--- config.mk ---
export PLATFORM = sky130hd
export DESIGN_NAME = serial_ck_gen
export DESIGN_NICKNAME = d
export VERILOG_FILES = /design/src/rtl/serial_ck_pkg.sv /design/src/rtl/serial_ck_edge_par.sv /design/src/rtl/serial_ck_gen.sv
export SDC_FILE = /design/constraint.sdc
export NUM_CORES = 1
export LEC_CHECK = 0
export CAP_MARGIN = 10
export CORE_AREA = 3 3 152 169
export CTS_CLUSTER_DIAMETER = 30
export DETAILED_ROUTE_END_ITERATION = 7
export DIE_AREA = 0 0 155 172
export PLACE_DENSITY_LB_ADDON = 0.3
export SLEW_MARGIN = 20
export SYNTH_ARGS = -nofsm -noshare
export SYNTH_HDL_FRONTEND = slang
export SYNTH_SLANG_ARGS = --single-unit
--- constraint.sdc ---
create_clock -name clk -period 6.55 [get_ports clk]
set_clock_uncertainty 0.1 [all_clocks]
set_input_delay 0.9825 -clock clk [delete_from_list [all_inputs] [get_ports clk]]
set_output_delay 0.9825 -clock clk [all_outputs]
set_load 0.01 [all_outputs]
--- src/rtl/serial_ck_pkg.sv ---
// Shared types, default widths and flat-array indexing helper for the
// serial_ck_gen waveform generator.
package serial_ck_pkg;

   typedef enum logic {
      IDLE = 1'b0,
      RUN  = 1'b1
   } state_t;

   localparam int unsigned DEF_NCH   = 2;
   localparam int unsigned DEF_NEDGE = 4;
   localparam int unsigned DEF_CW    = 16;
   localparam int unsigned DEF_NW    = 8;

   // LSB of entry k of channel c inside a flat edge_pos vector
   function automatic int unsigned edge_lsb(input int unsigned c,
                                            input int unsigned k,
                                            input int unsigned nedge,
                                            input int unsigned cw);
      return (c * nedge + k) * cw;
   endfunction

endpackage

--- src/rtl/serial_ck_edge_par.sv ---
// Parity of enabled edge positions of one channel that match the given phase.
module serial_ck_edge_par
   import serial_ck_pkg::*;
#(
   parameter int unsigned NEDGE = DEF_NEDGE,
   parameter int unsigned CW    = DEF_CW
) (
   input  logic [NEDGE*CW-1:0] pos,
   input  logic [NEDGE-1:0]    en,
   input  logic [CW-1:0]       phase,
   output logic                par
);

   always_comb begin
      par = 1'b0;
      for (int unsigned k = 0; k < NEDGE; k++) begin
         par = par ^ (en[k] && (pos[edge_lsb(0, k, NEDGE, CW) +: CW] == phase));
      end
   end

endmodule

--- src/rtl/serial_ck_gen.sv ---
// Multi-channel serial waveform generator: one shared phase counter, per-channel
// programmable toggle positions, finite or continuous runs with start/stop/ack.
module serial_ck_gen
   import serial_ck_pkg::*;
#(
   parameter int unsigned NCH   = DEF_NCH,
   parameter int unsigned NEDGE = DEF_NEDGE,
   parameter int unsigned CW    = DEF_CW,
   parameter int unsigned NW    = DEF_NW
) (
   input  logic                    clk,
   input  logic                    rst,
   input  logic                    start,
   input  logic                    stop,
   input  logic [CW-1:0]           period,
   input  logic [NW-1:0]           ncyc,
   input  logic [NCH-1:0]          y0,
   input  logic [NCH*NEDGE*CW-1:0] edge_pos,
   input  logic [NCH*NEDGE-1:0]    edge_en,
   output logic [NCH-1:0]          y,
   output logic                    busy,
   output logic                    ack,
   output logic                    err
);

   state_t                  state_q, state_d;
   logic [CW-1:0]           phase_q, phase_d, period_q, period_d;
   logic [NW-1:0]           cycle_q, cycle_d, ncyc_q, ncyc_d;
   logic [NCH-1:0]          y0_q, y0_d, y_q, y_d;
   logic [NCH*NEDGE*CW-1:0] pos_q, pos_d;
   logic [NCH*NEDGE-1:0]    en_q, en_d;
   logic                    ack_q, ack_d, err_q, err_d;

   logic                    wrap, done, launch;
   logic [CW-1:0]           phase_nx, par_phase;
   logic [NCH*NEDGE*CW-1:0] par_pos;
   logic [NCH*NEDGE-1:0]    par_en;
   logic [NCH-1:0]          par;

   // Parity is evaluated one phase ahead so a toggle at p shows up during phase p;
   // in IDLE the live config is used to produce the phase-0 level at launch.
   always_comb begin
      wrap      = (phase_q == period_q - CW'(1));
      phase_nx  = wrap ? '0 : phase_q + CW'(1);
      done      = wrap && (ncyc_q != '0) && (cycle_q == ncyc_q - NW'(1));
      launch    = (state_q == IDLE) && start && (period != '0);
      par_phase = (state_q == IDLE) ? '0 : phase_nx;
      par_pos   = (state_q == IDLE) ? edge_pos : pos_q;
      par_en    = (state_q == IDLE) ? edge_en : en_q;
   end

   for (genvar c = 0; c < NCH; c++) begin : g_ch
      serial_ck_edge_par #(
         .NEDGE (NEDGE),
         .CW    (CW)
      ) u_par (
         .pos   (par_pos[c*NEDGE*CW +: NEDGE*CW]),
         .en    (par_en[c*NEDGE +: NEDGE]),
         .phase (par_phase),
         .par   (par[c])
      );
   end

   always_ff @(posedge clk or posedge rst) begin
      if (rst) begin
         state_q  <= IDLE;
         phase_q  <= '0;
         cycle_q  <= '0;
         period_q <= '0;
         ncyc_q   <= '0;
         y0_q     <= '0;
         pos_q    <= '0;
         en_q     <= '0;
         y_q      <= '0;
         ack_q    <= 1'b0;
         err_q    <= 1'b0;
      end else begin
         state_q  <= state_d;
         phase_q  <= phase_d;
         cycle_q  <= cycle_d;
         period_q <= period_d;
         ncyc_q   <= ncyc_d;
         y0_q     <= y0_d;
         pos_q    <= pos_d;
         en_q     <= en_d;
         y_q      <= y_d;
         ack_q    <= ack_d;
         err_q    <= err_d;
      end
   end

   always_comb begin
      state_d = state_q;
      unique case (state_q)
         IDLE:    if (launch) state_d = RUN;
         RUN:     if (stop || done) state_d = IDLE;
         default: state_d = IDLE;
      endcase
   end

   always_comb begin
      phase_d  = phase_q;
      cycle_d  = cycle_q;
      period_d = period_q;
      ncyc_d   = ncyc_q;
      y0_d     = y0_q;
      pos_d    = pos_q;
      en_d     = en_q;
      y_d      = y_q;
      ack_d    = 1'b0;
      err_d    = 1'b0;
      unique case (state_q)
         IDLE: begin
            if (start && (period == '0)) begin
               err_d = 1'b1;
            end else if (launch) begin
               period_d = period;
               ncyc_d   = ncyc;
               y0_d     = y0;
               pos_d    = edge_pos;
               en_d     = edge_en;
               phase_d  = '0;
               cycle_d  = '0;
               y_d      = y0 ^ par;
            end
         end
         RUN: begin
            // stop and completion collapse into the same single exit
            if (stop || done) begin
               ack_d = 1'b1;
               y_d   = y0_q;
            end else begin
               phase_d = phase_nx;
               if (wrap) cycle_d = cycle_q + NW'(1);
               y_d = y_q ^ par;
            end
         end
         default: ;
      endcase
   end

   assign y    = y_q;
   assign busy = (state_q == RUN);
   assign ack  = ack_q;
   assign err  = err_q;

endmodule

==> results.json, run 1 <==
{
  "syn_to_final_growth_pct": 22.3,
  "cts_buffer_depth": 2,
  "critPathSlowestCell": "nor3_4",
  "synth_seq_area_share_pct": 39.8,
  "synth_nets": 1389,
  "holdPathStages": 1,
  "path_class": "flip-flop to flip-flop",
  "track_usage_pct": 28.4,
  "rows": 60,
  "cp_slowest_stage_delay_ns": 0.90,
  "mostFrequentLayoutCells": "dfrtp_1, clkdlybuf4s50_1, mux2_2",
  "grt_max_degree": 72,
  "grt_pass1_wl_mm": 59.4,
  "maxCapViolations": 0,
  "hold_start": "pos_q[12]$_DFFE_PP0P_",
  "slew_violations": 0,
  "die_x_um": 155,
  "ant_nets": 0,
  "critPathLaunchType": "flip-flop",
  "syn_avg_cell_area_um2": 9.87,
  "max_freq_ghz": 0.184,
  "antenna_cells": 0,
  "worstPathArrival_ns": 5.67,
  "drc_errors": 0,
  "fin_crit_ns": 5.45,
  "cts-root-buf": "clkbuf_16",
  "overflow": 0,
  "antenna_found_initial": 0,
  "cts_buffers": 17,
  "synth_seq_cells": 191,
  "cellLeakagePower_uw": 0.00568,
  "synthDistinctLibCells": 81,
  "synthCells": 1218,
  "status": "completed",
  "synth_enable_flop_cells": 0,
  "cts_tree": "done",
  "setup_tns_ns": 0,
  "reg2reg_from": "period_q[0]$_DFFE_PP0P_",
  "die_y_um": 172,
  "hp-class": "flip-flop to flip-flop",
  "io_pins": 171,
  "dp_hpwl_mm": 27.1,
  "peakVddDrop_v": 0.000143,
  "setup_viol": 0,
  "final_common_cell": "dfrtp_1",
  "drive_gt1_share_pct": 17.8,
  "core_um2": 24200,
  "crit_path_end_kind": "flip-flop",
  "async_flop_share_pct": 100,
  "powerDensity_nw_per_um2": 268,
  "crit_family": "simple AND/OR/NAND/NOR gates",
  "path_max_fanout": 26,
  "post_cts_buffers": 0,
  "detail_route.first_pass.iterations": 6,
  "wirelength_mm": 38.2,
  "gp_congestion": 0.925,
  "wire_per_inst_um": 22.8,
  "synth_warnings": 0,
  "cp_cell_sequence": "inv_1 -> ha_1 -> nor3b_2 -> a41oi_1 -> nor3b_1 -> or4b_1 -> nor3_4 -> a21oi_1 -> o32ai_1 -> o311ai_0 -> a2111oi_2 -> xnor2_1 -> xnor3_1 -> nand2_1 -> a221oi_1",
  "h-tree-depth": 4,
  "dieArea_um2": 26700,
  "fin_nets": 1526,
  "path_buf_inv": 1,
  "period_share_pct": 83.1,
  "syn_area_um2": 12000,
  "start_util_pct": 49.6,
  "postCtsHoldBufs": 0,
  "regToRegEndpoint": "y[0]$_DFFE_PP0P_",
  "vias": 10900,
  "r2r_slack_ns": 1.10,
  "clk_pin_slew_ns": 0.08,
  "grt_pass1_vias": 10600,
  "cts_resized": 0,
  "rsz0062_at_grt": "false",
  "dr.first_iter.drc_count": 1194,
  "whs_ns": 0.410,
  "rr_worst_depth": 15,
  "port_buffers": 170,
  "synth_ff_type": "dfrtp_1",
  "clk_latency_ns": 0.44,
  "hold_viol": 0,
  "relSlewSlack_pct": 18.5,
  "tightest_slew_ns": 1.21,
  "holdPathEnd": "pos_q[12]$_DFFE_PP0P_",
  "final_util_pct": 60.7,
  "viasPerCell": 6.50,
  "cts.sinks": 191,
  "required_ns": 6.78
}
-- state kept, by name, summed over array words and instances, names as in the netlist --
signal,count
pos_q,128
period_q,16
y,2
ack,1
y0_q,2
err,1
ncyc_q,8
phase_q,16
cycle_q,8
busy,1
en_q,8
-- cell usage after synthesis (all sizes together), types with 19 or more instances --
master,n,share of area [%]
xor2,38,2.8
a21oi,57,2.4
mux2,154,14
o22ai,24,1.2
clkbuf,64,2.0
nand3,27,1.1
nor2,63,2.0
nor3,39,1.7
xnor2,52,3.8
o31ai,21,1.3
nand2,77,2.4
o21ai,65,2.7
inv,19,0.59
dfrtp,191,40
a31oi,20,1.0
nor4,39,2.3
-- logic make-up after synthesis --
logic type | synth area share, %
AO/OA/AOI/OAI | 16.7
AND/OR/NAND/NOR | 16.7
XOR/XNOR | 7.12
multiplexers | 15.8
buffers and inverters | 3.39
flip-flops | 39.8
adder cells (fa/ha/maj) | 0.520
-- stage by stage --
stage          std cells  total power [µW]  cell area (µm²)  setup WS [ns]
6_report            1678              3950            14700           1.10
3_5_place_dp        1646              2850            14100           1.14
2_1_floorplan       1218              2440            12000          0.269
3_3_place_gp        1646              2810            14100           1.37
5_1_grt             1678              4140            14700          0.633
4_1_cts             1678              3940            14700           1.13
-- report_power, final --
group          leakage (µW)  total, µW  switching (µW)  internal [µW]
Combinational       0.00309       1110             526            584
Sequential          0.00229       1750             325           1420
Clock              0.000297       1090             503            590
Total               0.00568       3950            1350           2590
-- worst max path at each step --
stage | cells after the start | slack (ns) | from | to
finish | 15 | 1.10 | period_q[0]$_DFFE_PP0P_ | y[0]$_DFFE_PP0P_
global placement | 15 | 1.37 | period_q[0]$_DFFE_PP0P_ | y[0]$_DFFE_PP0P_
CTS | 15 | 1.13 | period_q[0]$_DFFE_PP0P_ | y[0]$_DFFE_PP0P_
global route | 15 | 0.63 | period_q[0]$_DFFE_PP0P_ | y[0]$_DFFE_PP0P_
detailed placement | 15 | 1.14 | period_q[0]$_DFFE_PP0P_ | y[0]$_DFFE_PP0P_
floorplan | 1 | 0.27 | rst | ack$_DFF_PP0_
-- layer usage --
layer	global-route usage (%)	vias to the layer above	part of all wire, %
met4	10.8	0	3.9
li1	-	4897	-
met2	47.3	592	48
met1	37.6	5320	40
met5	0	-	0
met3	4.28	103	8.2
-- worst reg2reg max path, delay by kind of cell, from the launching register on --
| family | cells | cell delay [ns] |
|---|---|---|
| compound gates | 6 | 1.58 |
| xor+xnor | 2 | 0.50 |
| simple gates | 5 | 2.40 |
| buf+inv | 1 | 0.09 |
| fa+ha+maj | 1 | 0.24 |
| flops | 1 | 0.42 |
-- final cells by class --
| class | count | area, µm² |
|---|---|---|
| Timing Repair Buffer | 200 | 1930 |
| Sequential cell | 191 | 4780 |
| Clock inverter | 14 | 171 |
| Inverter | 19 | 78.8 |
| Clock buffer | 18 | 439 |
| Tap cell | 310 | 388 |
| Multi-Input combinational cell | 926 | 6920 |
| Fill cell | 2043 | 9540 |
Note: power is estimated with default switching activity, not from simulation.
==> inputs of run 2 (changes only) <==
==> constraint.sdc (replaced) <==
create_clock -name clk -period 4.9 [get_ports clk]
set_clock_uncertainty 0.1 [all_clocks]
set_input_delay 0.735 -clock clk [delete_from_list [all_inputs] [get_ports clk]]
set_output_delay 0.735 -clock clk [all_outputs]
set_load 0.01 [all_outputs]
==> results.json, run 2 (same netlist as run 1, synthesis figures left out) <==
{
  "antenna_cells": 0,
  "largest_reg_flops": 128,
  "instances_no_fill": 1718,
  "dp_worst_setup_slack_ns": 0.0623,
  "dp.cells": 1684,
  "worstPathArrival_ns": 4.87,
  "top_regs": "pos_q (128), period_q (16), phase_q (16)",
  "postCtsHoldBufs": 0,
  "hold_viol": 0,
  "maxCapViolations": 0,
  "dp_hpwl_mm": 28.7,
  "cts_buffers": 17,
  "regToRegEndpoint": "y[1]$_DFFE_PP0P_",
  "fin_crit_ns": 4.67,
  "tightest_slew_ns": 1.15,
  "core_um2": 24200,
  "postLayoutCellArea_um2": 15100,
  "final_common_cell": "dfrtp_1",
  "wire_per_inst_um": 22.8,
  "reg2reg_from": "period_q[0]$_DFFE_PP0P_",
  "r2r_slack_ns": 0.23,
  "cts_tree": "done",
  "hold_start": "en_q[0]$_DFFE_PP0P_",
  "port_buffers": 170,
  "report.power.total_uw": 5350,
  "required_ns": 5.11,
  "setup_viol": 0,
  "relSlewSlack_pct": 23.0,
  "cp-startpoint": "period_q[0]$_DFFE_PP0P_",
  "largest-register": "pos_q",
  "final_util_pct": 62.2,
  "drc_errors": 0,
  "io_pins": 171,
  "rows": 60,
  "detail_route.first_pass.iterations": 6,
  "cts_buffer_depth": 2,
  "syn_to_final_growth_pct": 25.5,
  "path_max_fanout": 24,
  "grt_pass1_vias": 11000,
  "fin_nets": 1566,
  "gp_congestion": 0.960,
  "h-tree-depth": 4,
  "path_class": "flip-flop to flip-flop",
  "period_share_pct": 95.2,
  "powerDensity_nw_per_um2": 354,
  "wirelength_mm": 39.2,
  "mostFrequentLayoutCells": "dfrtp_1, clkdlybuf4s50_1, mux2_2",
  "status": "completed",
  "critPathLaunchType": "flip-flop",
  "die_x_um": 155,
  "cts.sinks": 191,
  "setup_ws_ns": 0.234,
  "dr.first_iter.drc_count": 1194,
  "die_y_um": 172,
  "rr_worst_depth": 16,
  "cts-root-buf": "clkbuf_16",
  "holdPathStages": 1,
  "max_freq_ghz": 0.214,
  "antenna_found_initial": 0,
  "start_util_pct": 49.6,
  "crit_path_end_kind": "flip-flop",
  "dieArea_um2": 26700,
  "holdPathEnd": "en_q[0]$_DFFE_PP0P_",
  "grt_pass1_wl_mm": 60.7,
  "peakVddDrop_v": 0.000214,
  "ant_nets": 0,
  "viasPerCell": 6.52,
  "track_usage_pct": 29.0,
  "clk_pin_slew_ns": 0.08,
  "overflow": 0,
  "hp-class": "flip-flop to flip-flop",
  "grt_max_degree": 97,
  "drive_gt1_share_pct": 20.7,
  "placed_area_um2": 14400,
  "clk_latency_ns": 0.45,
  "cellLeakagePower_uw": 0.00590,
  "vias": 11200,
  "slew_violations": 0
}
==> run 2: cell count changes in the layout (fill, tap and decap cells not counted), sizes merged <==
cell	before	now
clkinv	2	8
inv	27	24
clkbuf	18	17
buf	30	69
nor3	39	40
bufinv	2	1
clkinvlp	2	1
==> run 2: worst max path at each step <==
| stage | endpoint | slack [ns] |
|---|---|---|
| after floorplan | y[0]$_DFFE_PP0P_ | 0.45 |
| after global placement | y[0]$_DFFE_PP0P_ | 0.21 |
| after detailed placement | y[0]$_DFFE_PP0P_ | 0.06 |
| after CTS | y[0]$_DFFE_PP0P_ | 0.03 |
| after global routing | y[1]$_DFFE_PP0P_ | -0.003 |
| final | y[1]$_DFFE_PP0P_ | 0.23 |
==> run 2: metal layers <==
| metal | track usage [%] | part of all wire (%) |
|---|---|---|
| met5 | 0 | 0 |
| met4 | 13.7 | 4.6 |
| met3 | 5.81 | 8.5 |
| met2 | 47.9 | 47 |
| met1 | 36.9 | 39 |
==> run 2: area by class of cell <==
| cell class | instances | area, µm² |
|---|---|---|
| fill | 2036 | 9160 |
| multi-input combinational | 927 | 6960 |
| sequential | 191 | 4780 |
| timing repair buffer | 239 | 2270 |
| clock buffer | 17 | 425 |
| tap | 310 | 388 |
| clock inverter | 15 | 191 |
| inverter | 19 | 75.1 |
==> run 2: critical path, stage by stage, from the launching register on <==
cell	delay [ns]
dfrtp_1	0.44
inv_1	0.11
ha_2	0.23
or3b_2	0.47
nor4_1	0.34
o32ai_1	0.16
o22ai_1	0.25
buf_4	0.21
nor3_4	0.06
buf_6	0.18
nor2_1	0.44
nor3b_1	0.11
or4_1	0.51
nor4b_2	0.28
xor2_1	0.31
xnor2_1	0.18
o2111ai_1	0.13
==> run 2: per-stage QoR <==
| step | TNS [ns] | hold slack, ns |
|---|---|---|
| final | 0 | 0.407 |
| after global routing | -0.00518 | 0.435 |
| after CTS | 0 | 0.409 |
| after detailed placement | 0 | 0.391 |
| after global placement | 0 | 0.387 |
| after floorplan | 0 | 0.371 |
==> run 2: repair_timing <==
item	in CTS	in global routing
endpoints found under the hold margin	0	0
setup buffers	0	1
resized for setup	0	12
setup endpoints to repair	0	2
==> run 2: power by group <==
| part | leakage [µW] | internal [µW] | switching (µW) | total (µW) |
|---|---|---|---|---|
| registers | 0.00229 | 1900 | 414 | 2310 |
| clock network | 0.000300 | 737 | 718 | 1450 |
| logic | 0.00331 | 827 | 754 | 1580 |
| total | 0.00590 | 3460 | 1890 | 5350 |
